===== src/rtl/uart_tx_arbiter.sv =====
// Round-robin arbiter sharing one UART transmitter between N_REQ byte-stream requesters.
// Grants rotate only on packet boundaries, burst limit or owner-stall timeout.
module uart_tx_arbiter #(
  parameter int unsigned N_REQ        = 4,
  parameter int unsigned N_BIT        = 8,
  parameter int unsigned MAX_BURST    = 16,
  parameter int unsigned HOLD_TIMEOUT = 1024
) (
  input  logic                   clk,
  input  logic                   reset,
  input  logic [N_REQ-1:0]       req_valid,
  input  logic [N_REQ*N_BIT-1:0] req_data,
  input  logic [N_REQ-1:0]       req_last,
  output logic [N_REQ-1:0]       req_ack,
  input  logic                   uart_ready,
  output logic [N_BIT-1:0]       uart_data,
  output logic                   uart_run,
  output logic [N_REQ-1:0]       grant,
  output logic                   busy
);

  localparam int unsigned IdxW   = $clog2(N_REQ);
  localparam int unsigned BurstW = $clog2(MAX_BURST + 1);
  localparam int unsigned HoldW  = $clog2(HOLD_TIMEOUT);

  localparam logic [IdxW-1:0]   RrInit   = IdxW'(N_REQ - 1);
  localparam logic [BurstW-1:0] BurstMax = BurstW'(MAX_BURST);
  localparam logic [HoldW-1:0]  HoldLast = HoldW'(HOLD_TIMEOUT - 1);

  typedef enum logic [2:0] {StIdle, StSend, StWaitLow, StWaitHigh, StHold} state_e;

  state_e              state_q;
  logic [IdxW-1:0]     rr_q, owner_q;
  logic                last_q;
  logic [BurstW-1:0]   burst_q;
  logic [HoldW-1:0]    hold_q;
  logic [1:0]          wait_q;
  logic [N_BIT-1:0]    uart_data_q;
  logic                uart_run_q;
  logic [N_REQ-1:0]    req_ack_q, grant_q;

  logic                win_found;
  logic [IdxW-1:0]     win_idx, cand_idx;
  logic                rel_cond, do_cap, do_rel;
  logic [IdxW-1:0]     cap_idx;
  logic [N_REQ-1:0]    cap_oh;

  // Search starts one past the last owner and wraps.
  always_comb begin
    win_found = 1'b0;
    win_idx   = '0;
    cand_idx  = '0;
    for (int unsigned k = 1; k <= N_REQ; k++) begin
      cand_idx = IdxW'((32'(rr_q) + k) % N_REQ);
      if (!win_found && req_valid[cand_idx]) begin
        win_found = 1'b1;
        win_idx   = cand_idx;
      end
    end
  end

  always_comb begin
    rel_cond = last_q || (burst_q == BurstMax);
    do_cap   = 1'b0;
    do_rel   = 1'b0;
    cap_idx  = owner_q;
    unique case (state_q)
      StIdle: begin
        cap_idx = win_idx;
        do_cap  = uart_ready && win_found;
      end
      StWaitHigh: begin
        if (uart_ready) begin
          do_rel = rel_cond;
          do_cap = !rel_cond && req_valid[owner_q];
        end
      end
      StHold: begin
        do_cap = req_valid[owner_q];
        do_rel = !req_valid[owner_q] && (hold_q == HoldLast);
      end
      default: ;
    endcase
    cap_oh = N_REQ'(1) << cap_idx;
  end

  always_ff @(posedge clk or negedge reset) begin
    if (!reset) begin
      state_q     <= StIdle;
      rr_q        <= RrInit;
      owner_q     <= '0;
      last_q      <= 1'b0;
      burst_q     <= '0;
      hold_q      <= '0;
      wait_q      <= '0;
      uart_data_q <= '0;
      uart_run_q  <= 1'b0;
      req_ack_q   <= '0;
      grant_q     <= '0;
    end else begin
      req_ack_q  <= '0;
      uart_run_q <= 1'b0;
      case (state_q)
        StIdle: begin
          if (do_cap) state_q <= StSend;
        end
        StSend: begin
          uart_run_q <= 1'b1;
          wait_q     <= '0;
          state_q    <= StWaitLow;
        end
        StWaitLow: begin
          // A UART that never drops ready within 4 cycles is assumed to have sent the byte.
          if (!uart_ready || (wait_q == 2'd3)) state_q <= StWaitHigh;
          else                                 wait_q  <= wait_q + 2'd1;
        end
        StWaitHigh: begin
          if (do_cap) begin
            state_q <= StSend;
          end else if (do_rel) begin
            state_q <= StIdle;
          end else if (uart_ready) begin
            state_q <= StHold;
            hold_q  <= '0;
          end
        end
        StHold: begin
          if (do_cap)      state_q <= StSend;
          else if (do_rel) state_q <= StIdle;
          else             hold_q  <= hold_q + HoldW'(1);
        end
        default: state_q <= StIdle;
      endcase

      if (do_cap) begin
        owner_q     <= cap_idx;
        grant_q     <= cap_oh;
        req_ack_q   <= cap_oh;
        uart_data_q <= req_data[32'(cap_idx)*N_BIT +: N_BIT];
        last_q      <= req_last[cap_idx];
        if (state_q == StIdle)     burst_q <= BurstW'(1);
        else if (burst_q != BurstMax) burst_q <= burst_q + BurstW'(1);
      end
      if (do_rel) begin
        rr_q    <= owner_q;
        grant_q <= '0;
      end
    end
  end

  assign req_ack   = req_ack_q;
  assign uart_data = uart_data_q;
  assign uart_run  = uart_run_q;
  assign grant     = grant_q;
  assign busy      = (state_q != StIdle);

endmodule

===== config.mk =====
export PLATFORM = sky130hd
export DESIGN_NAME = uart_tx_arbiter
export DESIGN_NICKNAME = d
export VERILOG_FILES = /design/src/rtl/uart_tx_arbiter.sv
export SDC_FILE = /design/constraint.sdc
export NUM_CORES = 1
export LEC_CHECK = 0
export CAP_MARGIN = 0
export CORE_ASPECT_RATIO = 1.2
export CORE_MARGIN = 4
export CORE_UTILIZATION = 44
export DETAILED_ROUTE_END_ITERATION = 8
export PLACE_DENSITY_LB_ADDON = 0.15
export SYNTH_ARGS = -nofsm -noshare
export SYNTH_HDL_FRONTEND = slang
export SYNTH_SLANG_ARGS = --single-unit
export TNS_END_PERCENT = 1

===== constraint.sdc =====
create_clock -name clk -period 2.2 [get_ports clk]
set_clock_uncertainty 0.05 [all_clocks]
set_input_delay 0.44 -clock clk [delete_from_list [all_inputs] [get_ports clk]]
set_output_delay 0.44 -clock clk [all_outputs]
set_load 0.005 [all_outputs]

=== Word level (Yosys, flattened, before mapping) ===
Cells that the tools add are included.

* Bits in read-only memories: 0
* Memory bits (writable): 0
* Memories kept: 0
* Logic and storage cells: 115
* Register bits: 42
* Bits in latches: 0
* Output and inout port bits: 18
* Input port bits: 43

* Shift operators: 2
* Bitwise gates (word level): 0
* Div/mod/pow operators: 0
* Eq/ne operators: 18
* Multiplexer cells: 47
* Reductions and logical operators: 24
* $lt $le $gt $ge: 6
* Multipliers: 0
* Add/sub/neg operators: 7

{| class="wikitable"
|+ Operators with widths
! kind !! number
|-
| 10-bit two-way mux || 5
|-
| 32-bit by 6-bit indexed part select with 8-bit output || 1
|-
| 3-bit two-way mux || 7
|-
| 10-bit one-hot mux with 2 select lines || 1
|-
| 2-bit by 3-bit < comparator with 1-bit output (second input constant) || 6
|-
| 2-bit != test (second input constant) || 8
|-
| 3-bit one-hot mux with 5 select lines || 1
|-
| 1-bit two-way mux || 13
|-
| 1-bit binary-select mux with 2-bit select || 6
|-
| 2-bit two-way mux || 6
|-
| 4-bit two-way mux || 3
|-
| 10-bit by 1-bit adder with 10-bit output (second input constant) || 1
|-
| 10-bit equality test (second input constant) || 1
|-
| 5-bit two-way mux || 2
|-
| 2-bit nonzero test || 4
|-
| 2-bit by 1-bit adder with 2-bit output (second input constant) || 3
|-
| 3-bit by 2-bit equality test with 1-bit output (second input constant) || 2
|-
| 1-bit logical AND || 6
|-
| 1-bit zero test || 6
|-
| 6-bit AND reduction || 1
|-
| 5-bit by 1-bit adder with 5-bit output (second input constant) || 1
|-
| 5-bit equality test (second input constant) || 1
|-
| 5-bit != test (second input constant) || 1
|-
| 2-bit adder (second input constant) || 2
|-
| 14 further kinds || 16
|}

=== Depth between registers and ports, before layout ===
Gate-level depths: netlist of run 1.

* Depth in word-level cells: 17
* Mapped depth: 9
* Mapped depth without buffers: 8

=== Worst setup path after synthesis of run 1 ===
Ideal clock, no wire load.

* Path type: in2reg
* Start: input req_valid[1]
* End: register last_q
* Stages: 6
* Slack: 0.160 ns
* Path buffers: 1
* Arrival time: 1.913 ns
* Data required time: 2.073 ns
* Path through: nor4_1 nor2_1 a22oi_2 buf_4 mux2_2 a21oi_1

* Longest elaborated chain between the ends: 15
* Elaborated cells between the ends (all ways): 31
* Those cells by class: mux: 23; reduce/logical: 8

{| class="wikitable"
|+ RTL lines
! element !! line !! source
|-
| from (decl) || 11 || <nowiki>input logic [N_REQ-1:0] req_valid,</nowiki>
|-
| 1-bit binary-select mux with 2-bit select || 55 || <nowiki>if (!win_found && req_valid[cand_idx]) begin</nowiki>
|-
| 1-bit two-way mux (implied by the code) || 55 ||
|-
| 1-bit two-way mux || 55 ||
|-
| 1-bit zero test || 55 ||
|-
| 1-bit logical AND || 55 ||
|-
| 1-bit two-way mux || 55 ||
|-
| 1-bit zero test || 55 ||
|-
| 1-bit logical AND || 55 ||
|-
| 1-bit two-way mux || 55 ||
|-
| 1-bit zero test || 55 ||
|-
| 1-bit logical AND || 55 ||
|-
| 2-bit two-way mux || 55 ||
|-
| 2-bit two-way mux || 67 || <nowiki>unique case (state_q)</nowiki>
|-
| 1-bit binary-select mux with 2-bit select || 140 || <nowiki>last_q <= req_last[cap_idx];</nowiki>
|-
| 1-bit two-way mux (implied by the code) || 140 ||
|-
| to (signal assigned) || 140 ||
|-
| to (decl) || 34 || <nowiki>logic last_q;</nowiki>
|}

Several ways; a longest one is shown, not always the timed one. The select of a mux whose other input is x is not followed.
A chain may end at the register's enable or synchronous reset.

=== Worst setup path in the final report of run 1 ===
* Start: register rr_q[0]
* End: register uart_data_q[7], in the netlist uart_data[7]

* Longest elaborated chain between the ends: 15
* Elaborated cells between the ends (all ways): 30
* Those cells by class: add/sub: 4; shift: 1; mux: 18; reduce/logical: 7

{| class="wikitable"
|+ RTL lines
! element !! line !! source
|-
| from (decl) || 33 || <nowiki>logic [IdxW-1:0] rr_q, owner_q;</nowiki>
|-
| from (signal assigned) || 90 || <nowiki>rr_q <= RrInit;</nowiki>
|-
| from (signal assigned) || 145 || <nowiki>rr_q <= owner_q;</nowiki>
|-
| 2-bit by 1-bit adder with 2-bit output || 54 || <nowiki>cand_idx = IdxW'((32'(rr_q) + k) % N_REQ);</nowiki>
|-
| 1-bit binary-select mux with 2-bit select || 55 ||
|-
| 1-bit two-way mux (implied by the code) || 55 ||
|-
| 1-bit two-way mux || 55 ||
|-
| 1-bit zero test || 55 ||
|-
| 1-bit logical AND || 55 ||
|-
| 1-bit two-way mux || 55 ||
|-
| 1-bit zero test || 55 ||
|-
| 1-bit logical AND || 55 ||
|-
| 1-bit two-way mux || 55 ||
|-
| 1-bit zero test || 55 ||
|-
| 1-bit logical AND || 55 ||
|-
| 2-bit two-way mux / 1-bit two-way mux (equally long branches) || 55 ||
|-
| 2-bit two-way mux / 1-bit logical AND (equally long branches) || 67, 70 ||
|-
| 32-bit by 6-bit indexed part select with 8-bit output / 1-bit one-hot mux with 3 select lines (equally long branches) || 139, 67 ||
|-
| to (signal assigned) || 139 || <nowiki>uart_data_q <= req_data[32'(cap_idx)*N_BIT +: N_BIT];</nowiki>
|-
| to (decl) || 38 || <nowiki>logic [N_BIT-1:0] uart_data_q;</nowiki>
|}

Several ways; a longest one is shown, not always the timed one. The select of a mux whose other input is x is not followed.

==> results of run 1 <==
==> cells by family (layout without fill, tap and decap cells) <==
group / after synthesis / count (layout) / synth area share [%]
compound gates: 46 / 46 / 13.0
xor+xnor: 8 / 8 / 2.89
fa+ha+maj: 4 / 4 / 2.06
buf+inv: 19 / 113 / 4.69
flops: 42 / 42 / 43.4
mux: 31 / 31 / 13.9
simple gates: 86 / 86 / 20.0
==> routing by layer <==
layer,vias to the layer above,track usage [%]
met4,0,6.20
met1,953,19.5
li1,1024,-
met3,10,5.62
met5,-,0
met2,55,28.7
==> critical path: stages (launching register included) <==
cell and delay (ns):
dfstp_2 0.58, nand2b_4 0.14, a21oi_1 0.06, a211o_1 0.23, a22oi_2 0.28, clkbuf_16 0.21, mux2_2 0.34, a21oi_2 0.12
==> stage by stage <==
stage | utilization [%] | TNS, ns | cell area (um^2)
3_5_place_dp | 62.1 | -8.05 | 3310
2_1_floorplan | - | 0 | 2430
6_report | 66.0 | 0 | 3520
3_3_place_gp | 62.1 | -7.38 | 3310
5_1_grt | 66.0 | -0.00778 | 3520
4_1_cts | 64.7 | 0 | 3450
==> placed cells by master, fill, tap and decap left out, types with 4 or more instances in the layout <==
cell / instances
a21oi_1: 16
a21oi_2: 4
a22o_1: 4
buf_4: 31
clkbuf_8: 6
clkdlybuf4s50_1: 54
dfrtp_1: 40
dlymetal6s2s_1: 5
ha_1: 4
inv_1: 8
mux2_2: 12
mux2i_1: 18
nand2_1: 14
nand3_1: 7
nor2_1: 30
nor3_2: 4
o21ai_0: 7
xnor2_1: 5
==> cell usage after synthesis (2+ instances only) <==
| cell type | n | area [um^2] |
|---|---|---|
| ha_1 | 4 | 50.1 |
| a22oi_1 | 2 | 15.0 |
| nand2b_1 | 4 | 25.0 |
| xnor2_1 | 5 | 43.8 |
| buf_4 | 5 | 37.5 |
| a22o_1 | 4 | 35.0 |
| or3_1 | 2 | 12.5 |
| nor2b_1 | 4 | 25.0 |
| inv_1 | 9 | 33.8 |
| xor2_1 | 3 | 26.3 |
| mux2i_1 | 18 | 180 |
| nor3_2 | 4 | 40.0 |
| dfrtp_1 | 40 | 1000 |
| nand3_1 | 7 | 35.0 |
| or2_2 | 2 | 12.5 |
| mux2_2 | 12 | 135 |
| o21ai_0 | 7 | 35.0 |
| nor3b_1 | 3 | 22.5 |
| nor3_1 | 3 | 15.0 |
| a21oi_1 | 19 | 95.1 |
| and2_1 | 2 | 12.5 |
| buf_6 | 3 | 33.8 |
| dfstp_2 | 2 | 52.6 |
| nor2_1 | 30 | 113 |
| nand4_1 | 3 | 18.8 |
| nand2_1 | 14 | 52.6 |
==> state kept, by name, summed over array words and instances, names as in the netlist <==
register	flops
last_q	1
grant	4
state_q	3
uart_data	8
rr_q	2
uart_run	1
owner_q	2
burst_q	5
hold_q	10
wait_q	2
req_ack	4
==> final cells by class <==
type / count / area, um^2 / area share, %
Clock inverter: 1 / 30.0 / 0.853
Inverter: 10 / 37.5 / 1.07
Clock buffer: 7 / 86.3 / 2.45
Timing Repair Buffer: 95 / 926 / 26.3
Multi-Input combinational cell: 175 / 1310 / 37.2
Tap cell: 62 / 77.6 / 2.20
Sequential cell: 42 / 1050 / 29.9
==> power breakdown <==
group	internal [mW]	total, mW	switching [mW]
logic	1.21	2.11	0.901
clock network	0.370	0.623	0.253
registers	1.01	1.19	0.171
total	2.59	3.92	1.33
==> path summary, 6_finish.rpt <==
kind | startpoint | to | slack [ns] | cells past startpoint
setup / recovery | rr_q[0]$_DFFE_PN1N_ | uart_data[7]$_DFFE_PN0P_ | 0.10 | 7
hold / removal | reset | hold_q[8]$_DFFE_PN0P_ | 0.15 | 2
setup reg to reg | rr_q[0]$_DFFE_PN1N_ | uart_data[7]$_DFFE_PN0P_ | 0.10 | 7
hold reg to reg | grant[1]$_DFFE_PN0P_ | grant[1]$_DFFE_PN0P_ | 0.47 | 2
max in group asynchronous | reset | rr_q[0]$_DFFE_PN1N_ | 1.57 | 2
min in group clk | grant[1]$_DFFE_PN0P_ | grant[1]$_DFFE_PN0P_ | 0.47 | 2
==> what timing repair did <==
item | CTS | global route
cloned | 0 | 1
pin swaps | 1 | 3
resized for setup | 3 | 12
buffers inserted | 1 | 0
setup endpoints to repair | 4 | 16
==> impl_results.md, run 1 <==
* Synth Warn # at 0
* Post-route DRC at 0
* Fmax at between 0.4 and 0.5 GHz
* CORE AREA at ~5300 um^2
* Instance count of the mapped netlist at around 240
* Pwr per Cell Area at approximately 1100 nW/um^2
* Crit path arrival time at 2.27 ns
* DRT met1 WL at roughly 2.2 mm
* Hold slack at approximately 0.15 ns
* Synth Cell Area at about 2400 um^2
* Top Ports at 61
* Final nets at approximately 380
* Initial antenna violation count at 0
* Total wire length at 5.33 mm
* Crit path kind: reg -> reg
* Overflow after GRT at 0
* Worst min-delay path category: in -> async
* EDFF count, synth at 0
* CTS tree: done
* Bufs on Longest Clock Path at 2
* H-tree levels at 2
* I/O Buffers at 60
* Async set-reset flop share out of synthesis at between 90% and 100%
* DRT Pass-1 Iters at 4
* Final worst-path setup slack at roughly 0.1 ns
* VDD IR max at between 0.6 and 0.7 mV
* Synthesis-stage register bit count at between 40 and 50
* N_diodes at 0
* Ys flop type: dfrtp_1
* Remaining antenna violation count at 0
* Vias per cell at 5.21
* GPL Wtd Cong at ~0.8
* Die area at 6770 um^2
* Worst setup SP type: flop
* DRT iter0 DRCs at 82
* Syn Nets at 283
* RSZ-0062 raised after global routing: yes
* Final Critical Period at ~2.1 ns
* Area growth syn-to-layout at 45.1%
* Clock root cell: clkbuf_8
* Final hold violation count at 0
* Clock-pin slew on the worst setup and hold paths at 0.08 ns
* Tot GR Track Use at about 17%
* Fillers at between 400 and 500
* Top Metal Used: met4
* Hold Buf Count CTS at 0
* Synthesized area per cell at approximately 10 um^2
* Layout cell share with drive strength beyond 1 at about a quarter
* Rel. slew slack at 63.0%
* Met3 Wirelength at 348 um
* Total power after layout at slightly below 4 mW
* Critical-path maximum fanout at 5
* CTS buffer count at 5
* Post-place setup slack at -0.313 ns
* Sink Count at 42
* Chip height at 89.3 um
* Die W at between 70 and 80 um
* Avg WL per Cell at ~14 um
* Status: finished clean
* Pleak at about 1.6 nW
* CP Data Required Time at 2.38 ns
* Row cnt at 29
* Clock Latency Late Sink at around 0.30 ns
* # setup viols final at 0
* Tcrit/Tclk final at a little over nine tenths
* DP Wirelength at slightly above 4 mm
* Largest net degree at the start of global routing at between 40 and 50
* Worst-Margin Slew at 0.554 ns
* CP endpoint kind: flop
* Register area share after synthesis at 43.4%
* Initial Util at a little under half
* Vias post-DR at 2,042
* Placed Cells at 382
* Vias in the first global route at 1,977
* Layout Cells excl Fill at 392
* Met2 wire len at between 2 and 3 mm
* Max-Cap Viols at 0
* Netlist cell types at 51
* Slew Limit Fails at 0
* Global-route wire length before repair at between 8 and 9 mm
Note: power is estimated with default switching activity, not from simulation.
==> run 2: changes to the inputs <==
Settings changed: CORE_UTILIZATION 44 to 40.
==> impl_results.md, run 2 (synthesized netlist as in run 1, its figures left out) <==
* Met1 Track Usage GR at about 18%
* Global-route wire length before repair at around 9.7 mm
* Crit path kind: reg -> out
* Crit path arrival time at approximately 1.6 ns
* Vias per cell at 4.95
* Layout cell share with drive strength beyond 1 at between 20% and 30%
* Pleak at roughly 1.6 nW
* Critical-path maximum fanout at 11
* Remaining antenna violation count at 0
* GPL Wtd Cong at between 0.7 and 0.8
* Final Core Density at roughly 62%
* Final worst-path setup slack at about 0.085 ns
* Chip height at between 90 and 100 um
* Row cnt at 30
* I/O Buffers at 60
* Bufs on Longest Clock Path at 2
* Die W at between 70 and 80 um
* Rel. slew slack at 56.5%
* Placed Cells at between 400 and 500
* Max-Cap Viols at 0
* CTS buffer count at 5
* Vias post-DR at ~2,100
* RSZ-0062 raised after global routing: yes
* Reg with most FFs: hold_q
* Vias in the first global route at 2,189
* Sink Count at 42
* Status: finished clean
* Hold Buf Count CTS at 0
* Clock Latency Late Sink at 0.30 ns
* M3 GR Usage at 4.43%
* Most frequent cells in the layout: 55 x clkdlybuf4s50_1, 40 x dfrtp_1, 38 x buf_4
* Most common cell after layout, fill and taps aside: clkdlybuf4s50_1
* CP Launch Point: state_q[0]$_DFFE_PN0P_
* Total wire length at between 5 and 6 mm
* Overflow after GRT at 0
* Final hold violation count at 0
* Pwr per Cell Area at ~1100 nW/um^2
* CTS tree: done
* Gr busiest metal: met2
* Slew Limit Fails at 0
* Critical R2R Launch: rr_q[0]$_DFFE_PN1N_
* Avg WL per Cell at around 13 um
* Area growth syn-to-layout at 47.8%
* DP Wirelength at approximately 4.2 mm
* GR Util met2 at ~31%
* VDD IR max at between 0.5 and 0.6 mV
* Final Critical Period at 2.11 ns
* N_diodes at 0
* Worst setup SP type: flop
* Largest net degree at the start of global routing at 30
* Max reg flops at 10
* CP endpoint kind: primary output
* Worst-Margin Slew at approximately 0.65 ns
* Post-route DRC at 0
* CORE AREA at between 5000 and 6000 um^2
* Fmax at ~0.47 GHz
* Post-place setup slack at -0.327 ns
* Worst min-delay path category: in -> async
* Initial Util at 42.0%
* DRT iter0 DRCs at 58
* R2R depth at 7
* Top Ports at 61
* H-tree levels at 2
* Layout Cells excl Fill at approximately 420
* Hold slack at roughly 0.11 ns
* Fillers at approximately 530
* Die area at between 7000 and 8000 um^2
* Clock root cell: clkbuf_8
* Final nets at ~380
* Tot GR Track Use at between 15 and 20%
* DRT Pass-1 Iters at 4
* # setup viols final at 0
* Tcrit/Tclk final at 96.1%
* Clock-pin slew on the worst setup and hold paths at 0.08 ns
* CP Data Required Time at 1.71 ns
* Initial antenna violation count at 0
==> run 2: cell types whose count changed in the layout (fill, tap and decap cells not counted) <==
| cell | before | now |
|---|---|---|
| a21oi_1 | 16 | 15 |
| a21oi_2 | 4 | 5 |
| buf_4 | 31 | 38 |
| bufinv_16 | 1 | 0 |
| clkbuf_1 | 1 | 0 |
| clkbuf_8 | 6 | 8 |
| clkdlybuf4s50_1 | 54 | 55 |
| dlymetal6s2s_1 | 5 | 4 |
| o21ai_1 | 0 | 1 |
| o21ai_2 | 1 | 0 |
==> run 2: critical path: stages (launching register included) <==
cell and delay [ns]:
dfrtp_1 0.39, buf_4 0.18, nor3_4 0.21, inv_2 0.09, clkdlybuf4s50_1 0.45
==> run 2: worst paths after layout <==
kind,endpoint,slack (ns)
setup / recovery,busy,0.09
hold / removal,hold_q[8]$_DFFE_PN0P_,0.11
setup reg to reg,uart_data[0]$_DFFE_PN0P_,0.09
hold reg to reg,uart_data[5]$_DFFE_PN0P_,0.47
max in group asynchronous,burst_q[4]$_DFFE_PN0P_,1.41
min in group clk,uart_data[5]$_DFFE_PN0P_,0.47
==> run 2: repair_timing <==
| item | 4_1_cts | 5_1_grt |
|---|---|---|
| endpoints found under the hold margin | 0 | 0 |
| setup buffers | 1 | 0 |
| pin swaps | 1 | 2 |
| gates resized for setup | 2 | 12 |
| gates cloned | 0 | 1 |
| setup endpoints to repair | 2 | 18 |
==> run 2: final cells by class <==
cell class,instances,area (um^2),area share [%]
timing repair buffer,102,976,27.2
inverter,10,37.5,1.05
clock buffer,8,110,3.07
sequential,42,1050,29.4
tap,80,100,2.79
multi-input combinational,175,1310,36.5
==> run 2: per-stage QoR <==
step / cell area (um^2) / TNS [ns] / total power, mW
CTS: 3520 / 0 / 3.83
global route: 3590 / -0.172 / 4.21
finish: 3590 / 0 / 3.90
global placement: 3390 / -7.29 / 3.17
detailed placement: 3390 / -8.29 / 3.22
floorplan: 2430 / 0 / 2.40
==> run 2: per-layer routing <==
metal,share of wire [%],wire (um)
met1,39,2140
met2,54,3000
met3,5.8,323
met4,1.7,93
met5,0,0
==> run 2: report_power, final <==
part / internal, mW / switching [mW]
clock network: 0.317 / 0.269
logic: 1.24 / 0.903
registers: 1.01 / 0.165
total: 2.57 / 1.34
